===== src/rtl/uart128_pkg.sv =====
// uart128_pkg: shared UART word width, arbiter state encoding and clog2 width helper
package uart128_pkg;
  localparam int UART_WORD_W = 128;
  typedef enum logic [1:0] {IDLE, LOAD, BUSY, GAP} state_t;
  function automatic int clog2(input int v);
    int r;
    r = 0;
    while ((1 << r) < v) r++;
    return r;
  endfunction
endpackage


===== src/rtl/rr_pick.sv =====
// rr_pick: combinational round-robin pick of the first req at or after ptr (req, ptr -> valid, idx)
module rr_pick #(
  parameter int NREQ = 2,
  parameter int IW = 1
) (
  input  logic [NREQ-1:0] req,
  input  logic [IW-1:0]   ptr,
  output logic            valid,
  output logic [IW-1:0]   idx
);
  logic [IW-1:0] k;
  always_comb begin
    valid = |req;
    idx = '0;
    k = '0;
    for (int i = NREQ - 1; i >= 0; i--) begin
      k = IW'((int'(ptr) + i) % NREQ);
      if (req[k]) idx = k;
    end
  end
endmodule


===== src/rtl/uart128_tx_arbiter.sv =====
// uart128_tx_arbiter: round-robin share of one 128-bit UART tx path; req/req_data in, gnt/done/timeout pulses, en_tx/tx_data to UART, u_tx_done from UART, busy status
module uart128_tx_arbiter
  import uart128_pkg::*;
#(
  parameter int NREQ = 2,
  parameter int GAP_CYCLES = 4,
  parameter int TIMEOUT_CYCLES = 4096
) (
  input  logic                        clk,
  input  logic                        rst,
  input  logic [NREQ-1:0]             req,
  input  logic [NREQ*UART_WORD_W-1:0] req_data,
  output logic [NREQ-1:0]             gnt,
  output logic [NREQ-1:0]             done,
  output logic [NREQ-1:0]             timeout,
  output logic                        en_tx,
  output logic [UART_WORD_W-1:0]      tx_data,
  input  logic                        u_tx_done,
  output logic                        busy
);
  localparam int IW = clog2(NREQ);
  localparam int TW = clog2(TIMEOUT_CYCLES);
  localparam int GW = clog2(GAP_CYCLES + 1);
  state_t state, state_n;
  logic [IW-1:0] idx, idx_n, rr_ptr, rr_ptr_n, pick_idx;
  logic [TW-1:0] timer, timer_n;
  logic [GW-1:0] gcnt, gcnt_n;
  logic armed, armed_n, pick_valid, fin, tmo;
  logic [NREQ-1:0] gnt_n, done_n, timeout_n;
  logic [UART_WORD_W-1:0] tx_data_n;
  rr_pick #(.NREQ(NREQ), .IW(IW)) u_pick (
    .req(req),
    .ptr(rr_ptr),
    .valid(pick_valid),
    .idx(pick_idx)
  );
  assign en_tx = state == BUSY;
  assign busy = state != IDLE;
  // armed only sets once u_tx_done is seen low in BUSY, so a level left high from the previous frame is ignored
  assign fin = armed & u_tx_done;
  assign tmo = timer == TW'(TIMEOUT_CYCLES - 1);
  always_comb begin
    state_n = state;
    idx_n = idx;
    rr_ptr_n = rr_ptr;
    timer_n = timer;
    gcnt_n = gcnt;
    armed_n = armed;
    gnt_n = gnt;
    done_n = '0;
    timeout_n = '0;
    tx_data_n = tx_data;
    case (state)
      IDLE: if (pick_valid) begin
        idx_n = pick_idx;
        tx_data_n = req_data[int'(pick_idx)*UART_WORD_W +: UART_WORD_W];
        gnt_n = NREQ'(1) << pick_idx;
        state_n = LOAD;
      end
      LOAD: begin
        timer_n = '0;
        armed_n = 1'b0;
        state_n = BUSY;
      end
      BUSY: begin
        timer_n = timer + 1'b1;
        armed_n = armed | ~u_tx_done;
        if (fin || tmo) begin
          done_n[idx] = fin;
          timeout_n[idx] = ~fin;
          gnt_n = '0;
          rr_ptr_n = (idx == IW'(NREQ - 1)) ? '0 : idx + 1'b1;
          gcnt_n = '0;
          state_n = GAP;
        end
      end
      GAP: begin
        gcnt_n = gcnt + 1'b1;
        state_n = (gcnt == GW'(GAP_CYCLES - 1)) ? IDLE : GAP;
      end
      default: state_n = IDLE;
    endcase
  end
  always_ff @(posedge clk)
    if (rst) begin
      state <= IDLE;
      idx <= '0;
      rr_ptr <= '0;
      timer <= '0;
      gcnt <= '0;
      armed <= 1'b0;
      gnt <= '0;
      done <= '0;
      timeout <= '0;
      tx_data <= '0;
    end else begin
      state <= state_n;
      idx <= idx_n;
      rr_ptr <= rr_ptr_n;
      timer <= timer_n;
      gcnt <= gcnt_n;
      armed <= armed_n;
      gnt <= gnt_n;
      done <= done_n;
      timeout <= timeout_n;
      tx_data <= tx_data_n;
    end
endmodule


===== config.mk =====
export PLATFORM = sky130hd
export DESIGN_NAME = uart128_tx_arbiter
export DESIGN_NICKNAME = d
export VERILOG_FILES = /design/src/rtl/uart128_pkg.sv /design/src/rtl/rr_pick.sv /design/src/rtl/uart128_tx_arbiter.sv
export SDC_FILE = /design/constraint.sdc
export NUM_CORES = 1
export LEC_CHECK = 0
export ABC_AREA = 1
export CORE_AREA = 5 5 150 152
export CTS_CLUSTER_SIZE = 30
export DETAILED_ROUTE_END_ITERATION = 8
export DIE_AREA = 0 0 155 157
export GPL_TIMING_DRIVEN = 0
export PLACE_DENSITY = 0.73
export SYNTH_ARGS = -nofsm -noshare
export SYNTH_HDL_FRONTEND = slang
export SYNTH_SLANG_ARGS = --single-unit

===== constraint.sdc =====
create_clock -name clk -period 1.9 [get_ports clk]
set_clock_uncertainty 0.1 [all_clocks]
set_input_delay 0.38 -clock clk [delete_from_list [all_inputs] [get_ports clk]]
set_output_delay 0.38 -clock clk [all_outputs]
set_load 0.01 [all_outputs]

[Yosys cells after proc, flatten, opt, wreduce, memory -nomap -nowiden]
Cells that the tools add are included.
Storage, ports and cells
  register bits: 154
  input port bits: 261
Cells by class
  reduce and logical (&&, ||, !) cells: 14
  add/subtract/negate cells: 4
  mux-type cells: 20
  bitwise gates (word level): 8
  shift operators: 2
  order comparisons: 4
  equal/unequal tests: 7
Operator list (number)
  $shiftx 256x9->128: 1
  $pmux 12 s2: 1
  $add 12x1->12 const B: 1
  $eq 12x12->1 const B: 1
  $mux 2: 5
  $mux 1: 8
  $pmux 2 s4: 1
  $reduce_and 2->1: 4
  $reduce_bool 2->1: 4
  $lt 1x2->1 const B: 3
  $pmux 3 s2: 1
  $and 2x2->2: 2
  $eq 2x2->1 const B: 2
  $not 1->1: 4
  $pmux 2 s2: 1
  $add 3x1->3 const B: 1
  $eq 3x2->1 const B: 1
  $mux 3: 1
  $reduce_and 3->1: 1
  $reduce_or 3->1: 1
  $add 1x1->1 const B: 2
  $eq 2x1->1 const B: 1
  $logic_not 2->1: 1
  $ne 2x1->1 const B: 1
  10 further kinds: 10

[Depth between registers and ports, before layout]
Gate-level depths: netlist (run 1).
  depth in word-level cells: 8
  depth in mapped cells: 9
  mapped depth without buffers: 9

[Hierarchy]
A second synthesis (run 1) with hierarchy kept.
Unflattened totals
  cell total of the unflattened synthesis: 1004
  area total of the unflattened synthesis: 7178.1 µm²
By module, submodules not included
  uart128_tx_arbiter: cells an instance 1000, times used 1, seq. area each 3083.0 µm², area each 7159.4 µm²
  rr_pick: cells an instance 4, times used 1, seq. area each 0.0 µm², area each 18.8 µm²

[Worst setup path before layout (run 1)]
No wires, ideal clock.
  path type: register to register
  start: register state[0]
  end: register timer[9]
  required time: 1.684 ns
  arrival time: 1.499 ns
  period minus slack after synthesis: 1.715 ns
  path buffers: 0
  slack: 0.185 ns
  stages on the path, launching flop included: 10
  path through: dfxtp_1 inv_1 ha_1 nand2_1 nor2_1 nand2_1 nor3_4 inv_1 o21ai_0 nor2_1
Between the ends
  longest elaborated chain between the ends: 2
  elaborated cells on any way between the ends: 4
  classes of those cells: eq/ne: 2; mux: 1; reduce/logical: 1
Ends and longest elaborated chain
  start: declaration: RTL line uart128_tx_arbiter.sv:24  | state_t state, state_n;
  start signal: assignment: RTL line uart128_tx_arbiter.sv:97  | state <= state_n;
  $eq 2x2->1 / $eq 2x1->1 (equally long branches): RTL line uart128_tx_arbiter.sv:53  | case (state)
  $pmux 12 s2 / $reduce_bool 2->1 (equally long branches)
  end signal: assignment: RTL line uart128_tx_arbiter.sv:100  | timer <= timer_n;
  end: declaration: RTL line uart128_tx_arbiter.sv:26  | logic [TW-1:0] timer, timer_n;
Several ways; a longest one is shown, not always the timed one.
A chain may end at the register's enable or synchronous reset.

[Worst setup path in the final report (run 1)]
  start: register tx_data[111]
  end: output port tx_data[111]
RTL lines
  start: declaration: RTL line uart128_tx_arbiter.sv:17  | output logic [UART_WORD_W-1:0] tx_data,
  start signal: assignment: RTL line uart128_tx_arbiter.sv:106  | tx_data <= tx_data_n;
No word-level cell between the ends.

==> results of run 1 <==
[power breakdown]
part           switching (mW)  internal, mW  leakage, nW  total [mW]
Sequential              0.566          4.32         1.27        4.89
Clock                    1.53          1.99        0.285        3.52
Combinational            3.87          3.78         3.96        7.65
[path summary, 6_finish.rpt]
| kind | start | endpoint | cells after the start |
|---|---|---|---|
| worst min register to register | gcnt[2] | gcnt[2] | 2 |
| worst max register to register | state[1] | tx_data[108] | 10 |
| worst min-delay path | gcnt[2] | gcnt[2] | 2 |
| worst max-delay path | tx_data[111] | tx_data[111] | 1 |
[sequential cells by signal, summed over array words and instances, names as in the netlist]
signal	count
tx_data	128
timer	12
gcnt	3
done	2
gnt	2
state	2
timeout	2
armed	1
idx	1
rr_ptr	1
[cell families (layout without fill, tap and decap cells)]
group                    count (synthesis)  after routing  share of synthesized area [%]
AND/OR/NAND/NOR                        461            461                          27.23
buffers and inverters                  220            651                          12.97
AO/OA/AOI/OAI                          155            155                          15.56
flip-flops                             154            154                          43.02
adder cells (fa/ha/maj)                  7              7                          1.222
[routing by layer]
layer	share of wire [%]	routed length (um)	GRT usage (%)	vias to the layer above
met5	0.067	20	0	-
met2	49	14540	39.93	307
met4	1.8	542	6.308	2
met1	41	12280	28.30	3716
li1	-	-	-	4086
met3	8.1	2404	6.214	33
[stage by stage]
stage	power, mW	worst slack [ns]	cells
5_1_grt	16.99	-0.0001488	1703
2_1_floorplan	8.332	0.1854	997
6_report	16.05	0.05003	1703
3_3_place_gp	12.15	-0.6965	1668
4_1_cts	16.17	0.00007094	1703
3_5_place_dp	12.21	-0.7196	1668
[placed cells by master, fill, tap and decap left out, types with 4 or more instances in the layout]
cell type,netlist,final
nor3_1,6,6
buf_2,47,26
clkinvlp_4,0,4
ha_1,7,5
o21ai_0,6,6
o211ai_1,129,129
clkdlybuf4s50_1,0,389
nor2_1,21,19
inv_8,0,4
buf_6,0,6
inv_2,105,107
clkbuf_16,0,17
inv_6,0,4
buf_4,12,27
dlymetal6s2s_1,0,5
clkbuf_1,11,10
dfxtp_1,154,152
nand2_1,288,287
a21oi_1,16,15
inv_1,45,42
nand3_1,138,138
[final cells by class]
cell class / count / area [sq um]
Fill cell: 1924 / 8617
Clock buffer: 17 / 425.4
Timing Repair Buffer: 401 / 4028
Sequential cell: 154 / 3085
Inverter: 150 / 565.5
Tap cell: 275 / 344.1
Buffer: 68 / 440.4
Clock inverter: 15 / 178.9
Multi-Input combinational cell: 623 / 3204
[timing repair]
action / CTS / global route
pin swaps: 1 / 1
gates resized for setup: 40 / 16
setup endpoints to repair: 143 / 29
hold buffers: 0 / 0
cloned: 1 / 0
buffers inserted: 4 / 0
==> out/qor.txt, run 1 <==
MaxCap Viol Count - 0
Routed vias - 8144
Post-Syn Instances - 997
Ys async rst share - 0%
Buffers & Inverters on Critical Path - 1
Area delta synth->final - 71.23%
VDD IR max - 687.6 uV
Post-synth EDFFs - 0
Starting DRC count in detailed routing - 564
Crit path max fanout - 2
Root Driver - clkbuf_16
Seq/Total Area, Yosys - 43.02%
Placer Congestion - 0.8787
Setup violators final - 0
Number of iterations in the first detailed-routing pass - 5
Layout cell share with drive strength beyond 1 - 15.34%
Clock latency on the worst-skew pair - 0.43 ns
DRC viols - 0
Synth top area cells - dfxtp_1 43%, nand2_1 15%, o211ai_1 14%
WS Path Type - register to output port
Slew margin rel. - 65.16%
Final Util - 58.75%
Row Count - 53
Largest net degree at the start of global routing - 19
Via-to-Cell Ratio - 4.782
Die X - 155 um
Dpl cell area - 11470 sq um
Final period utilization - 97.37%
Setup total negative slack - 0 ns
I/O Buffers - 396
CTS tree - yes
Post-route cell area - 12270 sq um
Post-Route WL - 29790 um
R2r setup slk - 0.08 ns
Reg clk slew, reported paths - 0.07 ns
DIE HEIGHT - 157 um
Post-DP HPWL - 23060 um
CP max stage delay - 0.60 ns
Final nets - 1683
Netlist cell types - 25
Crit-path cells - clkdlybuf4s50_1
Leak pwr - 5.519 nW
Synth Net Count - 1265
Critical path arrival - 1.37 ns
Number of antenna-violating nets in the routed design - 0
Core region area - 20890 sq um
Slowest stage cell, crit path - clkdlybuf4s50_1
Vias in the first global route - 7622
Post-Syn Area - 7167 sq um
Yosys top cell by area - dfxtp_1
PD cells - 1308 nW/um^2
First-pass GRT wire length - 43720 um
Post-synth top area share - 43.02%
Crit start category - register
Tmin final - 1.850 ns
IO Pins - 397
Diode count - 0
Post-synth top cells - 288 x nand2_1, 154 x dfxtp_1, 138 x nand3_1
Post-Synthesis Mean Instance Area - 7.188 sq um
Slew Viols, Final - 0
H-tree depth - 4
Top-count cell post-synth - nand2_1
Fmax - 0.5405 GHz
Final hold vios - 0
Initial antenna violation count - 1
Die Area - 24340 sq um
Most used DFF post-synth - dfxtp_1
GRT Overall Usage - 23.04%
Initial Utilization - 34.31%
Critical path endpoint category - output port
Status - finished, final reports clean
Synthesis Warnings - 0
WL/cell - 17.49 um
Worst hold slack - 0.3628 ns
WP data required - 1.42 ns
Global route overflow - 0
Seq cells post-synth - 154
Crit path max-delay family - buffers and inverters
CTS sink count - 154
Clock tree buffer depth - 2
Worst Hold Class - register to register
CTS Buf Count - 17
Slew @ Worst Pin - 0.5226 ns
(Power assumes the default switching activity.)
==> run 2, diff against run 1 <==
- ABC_AREA: 1 -> default
- CORE_AREA: 5 5 150 152 -> 5 5 153 155
- DIE_AREA: 0 0 155 157 -> 0 0 158 160
- PLACE_DENSITY: 0.73 -> 0.68
- SLEW_MARGIN: default -> 30
==> out/qor.txt, run 2 <==
Post-Route WL - 26630 um
Critical path arrival - 2.05 ns
Yosys top cell by area - dfxtp_1
DRC viols - 0
Ys async rst share - 0%
Commonest non-fill, non-tap cell in the layout - clkdlybuf4s50_1
Diode count - 0
Slew margin rel. - 61.96%
Most used DFF post-synth - dfxtp_1
Final period utilization - 98.60%
Final nets - 1384
Initial Utilization - 31.39%
Post-synth top area share - 45.29%
Final setup margin - 0.02667 ns
Pre-CTS setup slack - -0.6721 ns
IO Pins - 397
Met3 WL post-DR - 2408 um
Clock latency on the worst-skew pair - 0.42 ns
Fill cells - 1998
WS Path Type - input pin to register
Top layer in use - met4
Crit-path cells - clkdlybuf4s50_1, a21boi_4, buf_2, mux2i_1, a211oi_1
Crit path max-delay family - buffers and inverters
CTS Buf Count - 17
GRT Overall Usage - 19.90%
Critical path endpoint category - register
Seq/Total Area, Yosys - 45.29%
Metal1 wirelength - 10620 um
Slew @ Worst Pin - 0.5705 ns
Biggest registers after layout - tx_data: 128 flops, timer: 12 flops, gcnt: 3 flops
Post-synth top cells - 154 x dfxtp_1, 142 x nor2_1, 129 x mux2i_1
Via-to-Cell Ratio - 4.787
Initial antenna violation count - 0
DIE HEIGHT - 160 um
Vias in the first global route - 6786
Die Area - 25280 sq um
Crit start category - input pin
Final hold vios - 0
Synth Net Count - 969
Core region area - 21690 sq um
WL/cell - 18.90 um
Post-synth EDFFs - 0
Most frequent cells in the layout - 386 x clkdlybuf4s50_1, 152 x dfxtp_1, 142 x nor2_1
Post-Syn Instances - 701
Root Driver - clkbuf_16
Setup violators final - 0
Die X - 158 um
PD cells - 1121 nW/um^2
Most flops, register - tx_data
Post-DP HPWL - 21030 um
Worst hold slack - 0.3676 ns
Number of antenna-violating nets in the routed design - 0
VDD IR max - 596.8 uV
Tmin final - 1.873 ns
Hold_buf cts - 0
Pwr Total - 13.31 mW
Starting DRC count in detailed routing - 237
WP data required - 2.07 ns
Routed length on met2 - 13220 um
CTS tree - yes
Reg clk slew, reported paths - 0.07 ns
Synthesis Warnings - 0
Routed vias - 6745
Area delta synth->final - 74.45%
Worst Hold Class - register to register
Row Count - 54
Clock tree buffer depth - 2
Top-count cell post-synth - dfxtp_1
Netlist cell types - 42
MaxCap Viol Count - 0
Placer Congestion - 0.8038
H-tree depth - 4
I/O Buffers - 395
CTS sink count - 154
Largest net degree at the start of global routing - 17
Leak pwr - 4.534 nW
Fmax - 0.5338 GHz
Slew Viols, Final - 0
Global route overflow - 0
First-pass GRT wire length - 38590 um
Setup total negative slack - 0 ns
Max FFs per register - 128
Synth top area cells - dfxtp_1 45%, mux2i_1 19%, a211oi_1 14%
Final Util - 54.76%
Buffers & Inverters on Critical Path - 2
Crit path max fanout - 10
CP max stage delay - 0.53 ns
Number of iterations in the first detailed-routing pass - 4
Status - finished, final reports clean
Layout cell share with drive strength beyond 1 - 8.326%
Slowest stage cell, crit path - clkdlybuf4s50_1
Post-Synthesis Mean Instance Area - 9.712 sq um
Seq cells post-synth - 154
Post-Syn Area - 6808 sq um
[run 2: cell count changes in the layout (fill, tap and decap cells not counted), moves of 8 or more]
cell / change
nor2_1: +123
o211ai_1: -129
mux2i_1: +127
nand2_1: -281
buf_4: -19
clkbuf_2: +8
a211oi_1: +127
inv_2: -105
inv_1: -33
nand3_1: -134
clkbuf_1: +8
buf_2: -19
[run 2: cell type report]
| class | instances | area [sq um] | share of cell area [%] |
|---|---|---|---|
| timing repair buffer | 397 | 3980 | 33.51 |
| buffer | 60 | 429.2 | 3.614 |
| inverter | 12 | 47.55 | 0.4003 |
| sequential | 154 | 3085 | 25.98 |
| tap | 280 | 350.3 | 2.950 |
| clock inverter | 11 | 112.6 | 0.9482 |
| multi-input combinational | 474 | 3421 | 28.80 |
| clock buffer | 21 | 450.4 | 3.793 |
[run 2: kinds of logic after synthesis]
group / synth area share [%]
buffers and inverters: 5.532
muxes: 18.97
xor gates and xnor gates: 1.158
and+or+nand+nor: 11.01
adders and majority gates: 1.286
DFF: 45.29
AOI/OAI and AO/OA: 16.76
[run 2: metal layers]
metal / global-route usage [%] / vias up
li1: - / 3356
met1: 23.69 / 3099
met2: 34.71 / 269
met3: 5.819 / 21
met4: 5.467 / 0
met5: 0 / -
[run 2: final timing paths]
kind	cells past startpoint	slack, ns	startpoint	endpoint
worst min register to register	1	0.37	gcnt[2]	gcnt[2]
worst max register to register	6	0.08	state[0]	timer[9]
worst max-delay path	5	0.03	req[1]	tx_data[56]
worst min-delay path	1	0.37	gcnt[2]	gcnt[2]
[run 2: stage by stage]
stage	std cells	cell area (sq um)
2_1_floorplan	701	6813
3_3_place_gp	1376	11120
3_5_place_dp	1376	11120
4_1_cts	1409	11770
5_1_grt	1409	11880
6_report	1409	11880
[run 2: repair_timing]
action / CTS / global route
setup buffers: 2 / 0
endpoints found under the hold margin: 0 / 0
pin swaps: 0 / 1
resized for setup: 32 / 52
setup endpoints to repair: 127 / 123
[run 2: power breakdown]
group	total, mW	switching, mW	internal [mW]
sequential	4.47	0.422	4.05
clock	3.25	1.39	1.86
combinational	5.59	2.71	2.88
total	13.3	4.52	8.78
[run 2: worst register-to-register path, delay by kind of cell, from the launching register on]
kind                     cells  cell delay [ns]
adder cells (fa/ha/maj)      1             0.31
AND/OR/NAND/NOR              3             0.74
XOR/XNOR                     1             0.13
buffers and inverters        1             0.06
flip-flops                   1             0.35
==> run 3, diff against run 2 <==
- CAP_MARGIN: default -> 20
==> results of run 3 <==
No change in the layout: final DEF, timing and power equal those of run 2.
